## src/rtl/ctrl_pkg.sv

```systemverilog
// Shared definitions for the instruction-sequencer slice: FSM state encoding,
// opcode and ALU-operation constants, and the decoded instruction class.
package ctrl_pkg;

    typedef enum logic [3:0] {
        IDLE = 4'd0,
        T0   = 4'd1,
        T1   = 4'd2,
        T2   = 4'd3,
        T3   = 4'd4,
        T4   = 4'd5,
        T5   = 4'd6,
        T6   = 4'd7,
        HALT = 4'd8
    } state_t;

    localparam logic [4:0] OP_BR   = 5'b10010;
    localparam logic [4:0] OP_JR   = 5'b10011;
    localparam logic [4:0] OP_JAL  = 5'b10100;
    localparam logic [4:0] OP_NOP  = 5'b11001;
    localparam logic [4:0] OP_HALT = 5'b11010;

    localparam logic [4:0] ALU_ADD = 5'b00011;
    localparam logic [4:0] ALU_INC = 5'b01111;

    // Exactly one field is set for any opcode.
    typedef struct packed {
        logic jr;
        logic jal;
        logic br;
        logic nop;
        logic halt;
        logic ill;
    } instr_class_t;

endpackage

```

## src/rtl/ctrl_decode.sv

```systemverilog
// Combinational opcode classifier: ir[31:27] to a one-hot instruction class.
// Build option CTRL_SEQ_JAL_EN: when undefined, jal classifies as illegal.
module ctrl_decode
    import ctrl_pkg::*;
(
    input  logic [4:0]   opcode,
    output instr_class_t cls
);

    // NOTE: every output gets a default before the case so no latch is inferred.
    always_comb begin
        cls = '0;
        case (opcode)
            OP_JR:   cls.jr   = 1'b1;
`ifdef CTRL_SEQ_JAL_EN
            OP_JAL:  cls.jal  = 1'b1;
`endif
            OP_BR:   cls.br   = 1'b1;
            OP_NOP:  cls.nop  = 1'b1;
            OP_HALT: cls.halt = 1'b1;
            default: cls.ill  = 1'b1;
        endcase
    end

endmodule

```

## src/rtl/ctrl_sequencer.sv

```systemverilog
// Control-unit sequencer: fetch (T0-T2), execute (T3-T6), HALT, and a count of
// completed instructions. Build option CTRL_SEQ_JAL_EN enables the jal sequence.
module ctrl_sequencer
    import ctrl_pkg::*;
(
    input  logic        clk,
    input  logic        clr,
    input  logic        start,
    input  logic        mem_ready,
    input  logic [31:0] ir,
    input  logic        con_ff,
    output logic        Pout,
    output logic        MARen,
    output logic        ZLOen,
    output logic        ZLOout,
    output logic        Pen,
    output logic        Read,
    output logic        MDRen,
    output logic        MDROut,
    output logic        IRen,
    output logic        Gra,
    output logic        Rout,
    output logic        BAout,
    output logic        Yen,
    output logic        Yout,
    output logic        R15en,
    output logic        Cout,
    output logic        ConIn,
    output logic [4:0]  alu_control,
    output logic        run,
    output logic        illegal,
    output logic [15:0] instr_count
);

    state_t       state;
    state_t       state_nxt;
    instr_class_t cls;
    logic         jal_q;
    logic         t1_entry;
    logic         cnt_inc;
    logic [15:0]  count_q;

    // Only the opcode field matters to sequencing.
    logic unused_ir;
    assign unused_ir = ^ir[26:0];

    ctrl_decode u_decode (
        .opcode (ir[31:27]),
        .cls    (cls)
    );

    // NOTE: sequential state uses non-blocking assignments so all flops update together.
    always_ff @(posedge clk) begin
        if (clr) begin
            state    <= IDLE;
            jal_q    <= 1'b0;
            t1_entry <= 1'b0;
            count_q  <= '0;
        end else begin
            state    <= state_nxt;
            // High exactly on the first cycle spent in T1.
            t1_entry <= (state != T1);
            if (state == T3) begin
                jal_q <= cls.jal;
            end
            if (cnt_inc) begin
                count_q <= count_q + 16'd1;
            end
        end
    end

    assign instr_count = count_q;

    always_comb begin
        state_nxt   = state;
        Pout        = 1'b0;
        MARen       = 1'b0;
        ZLOen       = 1'b0;
        ZLOout      = 1'b0;
        Pen         = 1'b0;
        Read        = 1'b0;
        MDRen       = 1'b0;
        MDROut      = 1'b0;
        IRen        = 1'b0;
        Gra         = 1'b0;
        Rout        = 1'b0;
        BAout       = 1'b0;
        Yen         = 1'b0;
        Yout        = 1'b0;
        R15en       = 1'b0;
        Cout        = 1'b0;
        ConIn       = 1'b0;
        alu_control = 5'b0;
        run         = 1'b0;
        illegal     = 1'b0;
        cnt_inc     = 1'b0;

        case (state)
            IDLE: begin
                if (start) begin
                    state_nxt = T0;
                end
            end
            T0: begin
                run         = 1'b1;
                Pout        = 1'b1;
                MARen       = 1'b1;
                ZLOen       = 1'b1;
                alu_control = ALU_INC;
                state_nxt   = T1;
            end
            T1: begin
                run    = 1'b1;
                Read   = 1'b1;
                MDRen  = 1'b1;
                // PC update happens once even if memory stalls.
                ZLOout = t1_entry;
                Pen    = t1_entry;
                if (mem_ready) begin
                    state_nxt = T2;
                end
            end
            T2: begin
                run       = 1'b1;
                MDROut    = 1'b1;
                IRen      = 1'b1;
                state_nxt = T3;
            end
            T3: begin
                run       = 1'b1;
                state_nxt = T0;
                if (cls.jr) begin
                    Gra     = 1'b1;
                    Rout    = 1'b1;
                    BAout   = 1'b1;
                    Pen     = 1'b1;
                    cnt_inc = 1'b1;
                end else if (cls.jal) begin
                    Gra       = 1'b1;
                    Rout      = 1'b1;
                    Yen       = 1'b1;
                    state_nxt = T4;
                end else if (cls.br) begin
                    Gra       = 1'b1;
                    Rout      = 1'b1;
                    ConIn     = 1'b1;
                    state_nxt = T4;
                end else if (cls.nop) begin
                    cnt_inc = 1'b1;
                end else if (cls.halt) begin
                    cnt_inc   = 1'b1;
                    state_nxt = HALT;
                end else if (cls.ill) begin
                    illegal = 1'b1;
                    cnt_inc = 1'b1;
                end
            end
            T4: begin
                run       = 1'b1;
                Pout      = 1'b1;
                state_nxt = T5;
                if (jal_q) begin
`ifdef CTRL_SEQ_JAL_EN
                    R15en = 1'b1;
`endif
                end else begin
                    Yen = 1'b1;
                end
            end
            T5: begin
                run = 1'b1;
                if (jal_q) begin
`ifdef CTRL_SEQ_JAL_EN
                    Yout = 1'b1;
`endif
                    Pen       = 1'b1;
                    cnt_inc   = 1'b1;
                    state_nxt = T0;
                end else begin
                    Cout        = 1'b1;
                    ZLOen       = 1'b1;
                    alu_control = ALU_ADD;
                    state_nxt   = T6;
                end
            end
            T6: begin
                run       = 1'b1;
                ZLOout    = 1'b1;
                Pen       = con_ff;
                cnt_inc   = 1'b1;
                state_nxt = T0;
            end
            HALT: begin
                state_nxt = HALT;
            end
            default: begin
                state_nxt = IDLE;
            end
        endcase
    end

endmodule

```

## config.mk

```make
export PLATFORM = sky130hd
export DESIGN_NAME = ctrl_sequencer
export DESIGN_NICKNAME = d
export VERILOG_FILES = /design/src/rtl/ctrl_pkg.sv /design/src/rtl/ctrl_decode.sv /design/src/rtl/ctrl_sequencer.sv
export SDC_FILE = /design/constraint.sdc
export NUM_CORES = 1
export LEC_CHECK = 0
export CORE_ASPECT_RATIO = 1.5
export CORE_MARGIN = 3
export CORE_UTILIZATION = 40
export CTS_CLUSTER_SIZE = 8
export DETAILED_ROUTE_END_ITERATION = 10
export PLACE_DENSITY = 0.85
export SLEW_MARGIN = 20
export SYNTH_ARGS = -nofsm -noshare
export SYNTH_HDL_FRONTEND = slang
export SYNTH_SLANG_ARGS = --single-unit
```

## constraint.sdc

```tcl
create_clock -name clk -period 3.2 [get_ports clk]
set_clock_uncertainty 0.15 [all_clocks]
set_input_delay 0.64 -clock clk [delete_from_list [all_inputs] [get_ports clk]]
set_output_delay 0.64 -clock clk [all_outputs]
set_load 0.01 [all_outputs]
```

[After elaboration in Yosys (flattened, before gate mapping)]
Index checks and enable logic that the tools add are counted.
Storage, ports and cells
  register bits after elaboration: 21
  latch bits: 0
  memory bits (writable): 0
  memory bits (read-only): 0
  input port bits: 37
  output and inout bits: 40
  logic and storage cells: 65
  memories: 0
Operators by class
  add/sub/neg operators: 1
  $mul: 0
  divide/modulo/power cells: 0
  order comparisons: 0
  eq/ne operators: 15
  shift operators: 0
  multiplexer cells: 40
  bitwise operators: 0
  reduce and logical (&&, ||, !) cells: 6
Operator list (number)
  $pmux 4 s9: 1
  $mux 1: 29
  $mux 4: 6
  $eq 5x5->1 const B: 4
  $add 16x1->16 const B: 1
  $eq 4x3->1 const B: 4
  $eq 4x2->1 const B: 2
  $pmux 4 s2: 1
  $reduce_or 7->1: 1
  $eq 4x1->1 const B: 1
  $eq 4x4->1 const B: 1
  $logic_not 4->1: 1
  $ne 2x2->1 const B: 2
  $ne 4x2->1 const B: 1
  $pmux 1 s2: 2
  $reduce_or 2->1: 2
  $reduce_or 4->1: 1
  $pmux 1 s3: 1
  $reduce_and 2->1: 1

[Longest topological paths before layout]
  depth after elaboration: 8
  gate-level depth with buffers: 7
  mapped depth without buffers: 4

[Cells and area by module]
A second synthesis with hierarchy kept.
Unflattened totals
  cells, all modules: 191
  area, all modules: 1529.0 µm²
By module, submodules not included
  ctrl_sequencer: times used 1, cells each 181, area an instance 1441.4 µm², sequential area each 440.4 µm²
  ctrl_decode: times used 1, cells each 10, area an instance 87.6 µm², sequential area each 0.0 µm²

[Worst setup path before layout]
Ideal clock, no wire load.
  path type: reg-to-output
  start point: register state[2]
  end point: output port Pen
  data arrival time: 1.880 ns
  data required time: 2.410 ns
  slack: 0.530 ns
  stages on the path, launching flop included: 6
  cells stage by stage: dfxtp_1 > buf_2 > or4b_1 > nor4_1 > and2_1 > or2_1
On the way
  cells in the longest elaborated chain, start to end: 2
  elaborated cells on any way between the ends: 4
RTL lines
  start: declaration: line ctrl_sequencer.sv:35  | state_t state;
  start signal: assignment: line ctrl_sequencer.sv:60  | state <= state_nxt;
  $eq 4x3->1 or $eq 4x2->1 (tied branches): line ctrl_sequencer.sv:98  | case (state)
  $pmux 1 s3 *: line ctrl_sequencer.sv:98
  end: declaration: line ctrl_sequencer.sv:16  | output logic Pen,
Every way passes the cells marked *; elsewhere a longest branch is shown, timed or not.

[Final worst setup path]
  start point: input port ir[30]
  end point: output port Pen
On the way
  cells in the longest elaborated chain, start to end: 4
RTL lines
  start: declaration: line ctrl_sequencer.sv:10  | input logic [31:0] ir,
  $eq 5x5->1: line ctrl_decode.sv:13  | case (opcode)
  $mux 1: line ctrl_decode.sv:13
  $mux 1: line ctrl_sequencer.sv:132  | if (cls.jr) begin
  $pmux 1 s3: line ctrl_sequencer.sv:98
Every way passes these cells.

==> summary.md <==
| Metric | Value |
|---|---|
| Status | complete, no violations |
| Post-route DRC | 0 |
| Placer Congestion | between 0.7 and 0.8 |
| Ant diodes | 0 |
| Die width | a little over 50 um |
| Internal power | ~450 uW |
| Critical path launch point type | input port |
| Dominant cells by area after synthesis | dfxtp_1 33%, a21oi_1 5.9%, buf_4 5.3% |
| Worst-path cell chain | clkdlybuf4s50_1 -> nor4_2 -> and2_1 -> or2_1 -> clkdlybuf4s50_1 |
| Fmax | about 330 MHz |
| Clock Path Buffers | 2 |
| Critical path peak fanout | 5 |
| CTS tree | done |
| Net Sw Frac | 28.6% |
| Seq/Total Area, Yosys | roughly a third |
| Cell family with most CP delay | buffers and inverters |
| Vert. Die Dim | approximately 75 um |
| Crit Path Category | input port to primary output |
| Least-Margin Pin Slew | between 600 and 700 ps |
| Initial antenna violation count | 0 |
| First DRT Iteration DRCs | 26 |
| Max-cap viol count | 0 |
| Worst slew margin | a little under three fifths |
| GRT Total Usage | 16.2% |
| HP Class | flip-flop to flip-flop |
| Final ANT Viol Nets | 0 |
| Clock power share | 27.4% |
| Final core occ | about three fifths |
| Max IR drop VDD | 0.372 mV |
| Post-CTS setup buffer count | 0 |
| Hold WS | between 300 and 400 ps |
| Max stage delay on crit path | around 520 ps |
| Async SR Flop Fraction | 0% |
| Synth warn | 0 |
| CP startpoint | ir[30] |
| Setup slack, reg-to-reg | 820 ps |
| Worst Reg-to-Reg Cells | 5 |
| P&R area growth vs syn | 40.2% |
| CP Data Required Time | roughly 2400 ps |
| Avg WL per Cell | 12.9 um |
| Global-route wire length before repair | about 5000 um |
| Fillers | about 290 |
| Worst r2r dst | instr_count[14] |
| Flop pwr share | a little over two fifths |
| Vias | 1338 |
| Avg Cell Area, Syn | a little under 8 um2 |
| Largest net degree at the start of global routing | 25 |
| Top-Level Pins | 77 |
| GR Overflow Total | 0 |
| Fin nets | approximately 240 |
| RSZ-0062 raised after global routing | no |
| Comb power frac | between 20% and 30% |
| Worst path buffer plus inverter count | 2 |
| Final HPWL DP | ~2300 um |
| Critical Path Most Common Cell | clkdlybuf4s50_1 |
| IO buf count | 46 |
| Hold_sp | instr_count[15] |
| Slew Viols, Final | 0 |
| Die Area | ~0.0039 mm2 |
| Setup slack after layout | between 100 and 150 ps |
| Post-synth EDFFs | 0 |
| CP Capture Type | primary output |
| WHS Endpoint | instr_count[15] |
| Clk Latency, worst-skew pair | around 260 ps |
| Starting Density | between 40% and 50% |
| Crit path time final | 3070 ps |
| Worst Hold Depth | 2 |
| First-pass detailed-route iteration total | 4 |
| Area share of the largest cell type after synthesis | 33.1% |
| PwrDens | ~360 mW/mm2 |
| Reg-to-Reg Start | state[0] |
| Most frequent cells in the layout | 46 x clkdlybuf4s50_1, 21 x dfxtp_1, 15 x a21oi_1 |
| Standard-cell row count | 24 |
| Vias in the first global route | approximately 1100 |
| Setup TNS | 0 ps |
| Hold Vio Cnt, Final | 0 |
| Synth Flop Type | dfxtp_1 |
| Commonest non-fill, non-tap cell in the layout | clkdlybuf4s50_1 |
| Flops & latches, synth | 21 |
| Mapped cell area | between 0.001 and 0.0015 mm2 |
| Period utilization | between 90% and 100% |
| Share of layout cells above drive strength 1 | roughly 7% |
| # setup viols final | 0 |
| CTS root buf | clkbuf_8 |
| Leak | between 0.0005 and 0.0006 uW |
| Post-synth top area cell | dfxtp_1 |
| Worst path slowest cell | clkdlybuf4s50_1 |
| Post-Syn Instances | between 150 and 200 |
| Netlist cell types | roughly 40 |
| Core area | about 0.0030 mm2 |
| H-tree depth | 1 |
| CTS buffer count | 3 |
| DR vias/cell | approximately 5.6 |
| Crit path arrival time | 2280 ps |
| Switch Pwr | 182 uW |
| Clock slew at reported path FFs | about 80 ps |
| Setup WS pre-CTS | roughly 70 ps |
| Final WL | slightly above 3000 um |
| Clock Sinks | 21 |
## tightest hold or removal path, cell delays in order (launching register included)
cell and delay [ps]:
dfxtp_1 330, o31ai_1 60, a21oi_1 60
## cell families after synthesis
group	Yosys count	share of synthesized area (%)
and+or+nand+nor	68	30.8
adders and majority gates	1	0.986
other	1	0.296
muxes	4	3.35
buffers and inverters	26	11.0
AOI/OAI and AO/OA	35	17.7
xor gates and xnor gates	4	2.76
DFF	21	33.1
## power groups by stage
stage	Clock (uW)	Sequential, uW	Combinational (uW)
after detailed placement	0	281	188
final	174	275	187
after global routing	190	276	208
after floorplan	0	284	107
after CTS	179	275	189
after global placement	0	281	185
## cells in the mapped netlist, types with 2 or more instances
cell,instances
and4_1,3
nor2b_1,3
nand2b_1,4
nand2_1,9
nor4b_1,2
dfxtp_1,21
nand4_1,4
buf_1,2
mux2i_1,2
o31ai_1,9
nor4_1,3
clkbuf_1,7
buf_4,9
xnor2_1,3
a211oi_1,4
inv_1,5
nor2_1,12
nand3_1,6
or3_1,2
nor3_1,5
o21ai_0,2
or4_1,9
a21oi_1,15
mux2_1,2
## worst max path at each step
| stage | cells after the start | slack [ps] | endpoint |
|---|---|---|---|
| after floorplan | 5 | 530 | Pen |
| after global placement | 4 | 80 | ConIn |
| after detailed placement | 6 | 70 | instr_count[14] |
| after CTS | 4 | 80 | ConIn |
| after global routing | 5 | 20 | Pen |
| final | 5 | 130 | Pen |
## cell type report
type / instances / area [um2] / share of cell area [%]
multi-input combinational: 115 / 728 / 40.9
clock inverter: 1 / 5.00 / 0.281
timing repair buffer: 53 / 513 / 28.8
sequential: 21 / 420 / 23.6
tap: 39 / 48.8 / 2.74
inverter: 6 / 22.5 / 1.27
clock buffer: 3 / 41.3 / 2.32
## through the flow
step	instances	area, um2	total power [uW]
2_1_floorplan	162	1280	391
5_1_grt	238	1780	674
6_report	238	1780	637
4_1_cts	238	1770	643
3_5_place_dp	234	1720	470
3_3_place_gp	234	1720	466
## per-layer routing
metal | vias up | part of all wire [%] | wire length [um] | track usage [%]
met5 | - | 0 | 0 | 0
met4 | 0 | 1.2 | 37 | 6.12
met3 | 4 | 8.0 | 247 | 2.57
met2 | 49 | 52 | 1610 | 30.2
met1 | 628 | 38 | 1180 | 18.0
li1 | 657 | - | - | -
## registers in the layout (all words and copies together), names as in the netlist
| name | cells |
|---|---|
| instr_count | 16 |
| t1_entry | 1 |
| state | 4 |
## what timing repair did
action,CTS,global route
resized for setup,0,2
hold buffers,0,0
setup endpoints to repair,0,2
Power figures use the tool's default switching activity.
==> RTL edit 1 (config.mk and constraints unchanged) <==
Add a define of `CTRL_SEQ_JAL_EN`.
--- a/src/rtl/ctrl_decode.sv
+++ b/src/rtl/ctrl_decode.sv
@@ -2,2 +2,4 @@
 // Build option CTRL_SEQ_JAL_EN: when undefined, jal classifies as illegal.
+`define CTRL_SEQ_JAL_EN
+
 module ctrl_decode
Function: changed (Yosys sat finds a counterexample within 10 cycles, from zero or initial values).
==> RTL edit 1 against the unedited design <==
Final area is 11% higher. Via count rose by 0.22%. Final cell count increased by 8.8%. Setup slack worse by 42 ps. Synthesized cell count is 6.9% higher. Global-route usage grew 0.51 points. Die area up 7.9%. Total power up 1.8%. Routed wire length rose by 6.0%. Synthesized area up 8.8%. Sequential cell count increased by 1. Critical path depth grew 1. Highest routed layer unchanged.
==> RTL edit 1: results (changes against the unedited design) <==
Synth Area in Compound Gates 0.180 (+0.00389); PortBufs 48 (+4.3%); CP startpoint ir[28]; Syn Area/Cell 8.07 sq um (+1.8%); flop2flop setup slack 990 ps (+170 ps); nets 258 (+8.4%); Met2 Wirelength 1740 um (+8.2%); cell count after placement 255 (+9.0%); RR Endpoint instr_count[5]; multiplexer share of the synthesized area 0.0218 (-0.0118); crit-path max FO 4 (-1); Pleak 0.000742 uW (+27%); Placer Congestion 0.787 (+4.5%); gr usage total 0.167 (+0.00511); Final WS setup 90.3 ps (-42.3 ps); grt met1 use 0.188 (+0.00723); status finished, final reports clean; worst reg2reg path depth 6 (+1); largest net degree at the start of global routing 23 (-8.0%); met1 WL 1360 um (+15%); global-route wire length before repair 5420 um (+9.3%); Power Internal 501 uW (+10%); vias in the first global route 1262 (+11%); worst vdd ir 0.283 mV (-24%); Post-synth top cells nor2_1, dfxtp_1, xor2_1, a21oi_1, nand2_1; post-placement cell area 1900 sq um (+10%); Via density 5.18 (-7.9%); hold path start instr_count[1]; post-DP HPWL 2520 um (+10%); Area contributors post-synth dfxtp_1, xor2_1, nor2_1; reg2reg start state[3]; Setup crit end Yen; register area share after synthesis 0.319 (-0.0122); GR Util met3 0.0173 (-0.00847); Netlist cell types 46 (+12%); adder-cell share of the synthesized area 0.00907 (-0.000796); total wire length 3260 um (+6.0%); Placement Setup Slack 27.5 ps (-40.7 ps); transition time of the tightest slew-check pin 815 ps (+162 ps); initial DRC count 28 (+7.7%)
RTL edit 1: how the worst min path moves through the flow:
stage	slack (ps)	depth (start not counted)	to
2_1_floorplan	360	1	state[1]
3_3_place_gp	340	2	instr_count[1]
3_5_place_dp	350	2	instr_count[14]
4_1_cts	360	2	instr_count[14]
5_1_grt	380	2	instr_count[14]
6_report	360	2	instr_count[1]
RTL edit 1: cell type report:
| type | count | area, sq um | area share |
|---|---|---|---|
| clock buffer | 3 | 41.3 | 0.0209 |
| tap | 40 | 50.0 | 0.0253 |
| sequential | 22 | 440 | 0.223 |
| inverter | 4 | 15.0 | 0.00759 |
| multi-input combinational | 129 | 825 | 0.417 |
| timing repair buffer | 60 | 578 | 0.292 |
| clock inverter | 1 | 30.0 | 0.0152 |
RTL edit 1: power by group through the flow:
stage / sequential (uW) / clock, uW / combinational [uW]
after detailed placement: 286 / 0 / 111
after CTS: 279 / 263 / 112
final: 279 / 259 / 110
after floorplan: 286 / 0 / 63.1
after global routing: 280 / 274 / 121
after global placement: 286 / 0 / 109
==> RTL edit 2 (same settings) <==
Made on the original files. The 9 states of `state_t` get a Gray code encoding in 4 bits.
--- a/src/rtl/ctrl_pkg.sv
+++ b/src/rtl/ctrl_pkg.sv
@@ -5,11 +5,11 @@
     typedef enum logic [3:0] {
-        IDLE = 4'd0,
-        T0   = 4'd1,
-        T1   = 4'd2,
-        T2   = 4'd3,
-        T3   = 4'd4,
-        T4   = 4'd5,
-        T5   = 4'd6,
-        T6   = 4'd7,
-        HALT = 4'd8
+        IDLE = 4'b0000,
+        T0   = 4'b0001,
+        T1   = 4'b0011,
+        T2   = 4'b0010,
+        T3   = 4'b0110,
+        T4   = 4'b0111,
+        T5   = 4'b0101,
+        T6   = 4'b0100,
+        HALT = 4'b1100
     } state_t;
Check against the original RTL: no difference found for any inputs over 10 cycles, from zero or initial values; not proved beyond that.
==> RTL edit 2 against the unedited design <==
Sequential cell count unchanged. First-iteration DRC count down 50%. Setup slack improved by 19 ps. Sequential share of layout area shrank 0.25 points. Final area up 1.1%. Routed wire length down 4.9%. Largest power group unchanged. Synthesized area increased by 2.5%. Synthesized cell count increased by 1.9%. Total power decreased by 7.6%.
==> RTL edit 2: results (changes against the unedited design) <==
status finished, final reports clean; Die ar. 3980 sq um (+2.2%); share of layout cells above drive strength 1 0.0891 (+0.0188); Met2 Wirelength 1500 um (-6.6%); crit-path max FO 4 (-1); met3 WL 198 um (-20%); Post-synth top cells dfxtp_1, a21oi_1, nor2_1, buf_4; GR Util met3 0.0333 (+0.00753); CP arrival 2260 ps (-20 ps); GR Layer Usage met2 0.291 (-0.0107); flop2flop setup slack 1230 ps (+410 ps); gr usage total 0.161 (-0.00107); Worst Hold Endpoint instr_count[15]; met1 WL 1180 um (+0.17%); initial DRC count 13 (-50%); routed length per instance 12.1 um (-6.1%); Area contributors post-synth dfxtp_1, a21oi_1, buf_4; transition time of the tightest slew-check pin 783 ps (+131 ps); grt met1 use 0.185 (+0.00483); RR Endpoint instr_count[12]; largest net degree at the start of global routing 23 (-8.0%); max reg flops 16 (unchanged); worst vdd ir 0.268 mV (-28%); Reg power frac 0.475 (+0.043); global-route wire length before repair 5030 um (+1.5%); Worst path max stage delay 610 ps (+90 ps); Ant. Diodes 0 (unchanged); reg2reg start state[2]; Power Internal 426 uW (-6.3%); Pleak 0.000624 uW (+6.5%); post-placement cell area 1750 sq um (+1.5%); Synth area leader dfxtp_1; hold path start instr_count[15]; register area share after synthesis 0.323 (-0.00797); Fill cells 280 (-3.1%); via count 1308 (-2.2%); nets 241 (+1.3%); vias in the first global route 1179 (+3.3%); final hold slack 340 ps (-6.91 ps); post-DP HPWL 2180 um (-4.9%); router iterations before antenna repair 5 (+1); Netlist cell types 43 (+4.9%); Placer Congestion 0.752 (about the same); Comb. pwr 134 uW (-28%); Placement Setup Slack 108 ps (+40.1 ps)
==> RTL edit 2: cell types whose count changed after synthesis, sizes merged, moves of 3 or more <==
cell,change
nor2,+3
or3,+4
o21ai,+6
o211ai,+3
nor3,+3
a211oi,-3
nor3b,+3
o31ai,-5
or4,-5
==> RTL edit 2: metrics by stage <==
stage	power, uW	std cells
2_1_floorplan	367	165
3_3_place_gp	418	237
3_5_place_dp	419	237
4_1_cts	594	241
5_1_grt	622	241
6_report	589	241
==> RTL edit 2: worst max path at each step <==
stage | start | endpoint | slack (ps) | depth (start not counted)
3_3_place_gp | ir[29] | Pen | 130 | 6
3_5_place_dp | ir[29] | Pen | 110 | 6
4_1_cts | ir[29] | Pen | 110 | 6
2_1_floorplan | ir[29] | Pen | 810 | 4
5_1_grt | ir[29] | ConIn | 50 | 4
6_report | ir[29] | ConIn | 150 | 4
==> RTL edit 2: cell type report <==
type,count,area [sq um],area share
Clock inverter,1,5.00,0.00278
Inverter,4,15.0,0.00835
Timing Repair Buffer,51,498,0.277
Multi-Input combinational cell,122,769,0.428
Sequential cell,21,420,0.234
Tap cell,39,48.8,0.0271
Clock buffer,3,41.3,0.0230
==> RTL edit 2: cells by family (layout without fill, tap and decap cells) <==
| family | count (synthesis) | count (layout) | synth area share |
|---|---|---|---|
| flip-flops | 21 | 21 | 0.323 |
| buffers and inverters | 22 | 59 | 0.0943 |
| AND/OR/NAND/NOR | 74 | 74 | 0.342 |
| multiplexers | 4 | 4 | 0.0337 |
| adder cells (fa/ha/maj) | 1 | 1 | 0.00962 |
| other | 1 | 3 | 0.00288 |
| AO/OA/AOI/OAI | 37 | 37 | 0.174 |
| XOR/XNOR | 3 | 3 | 0.0202 |
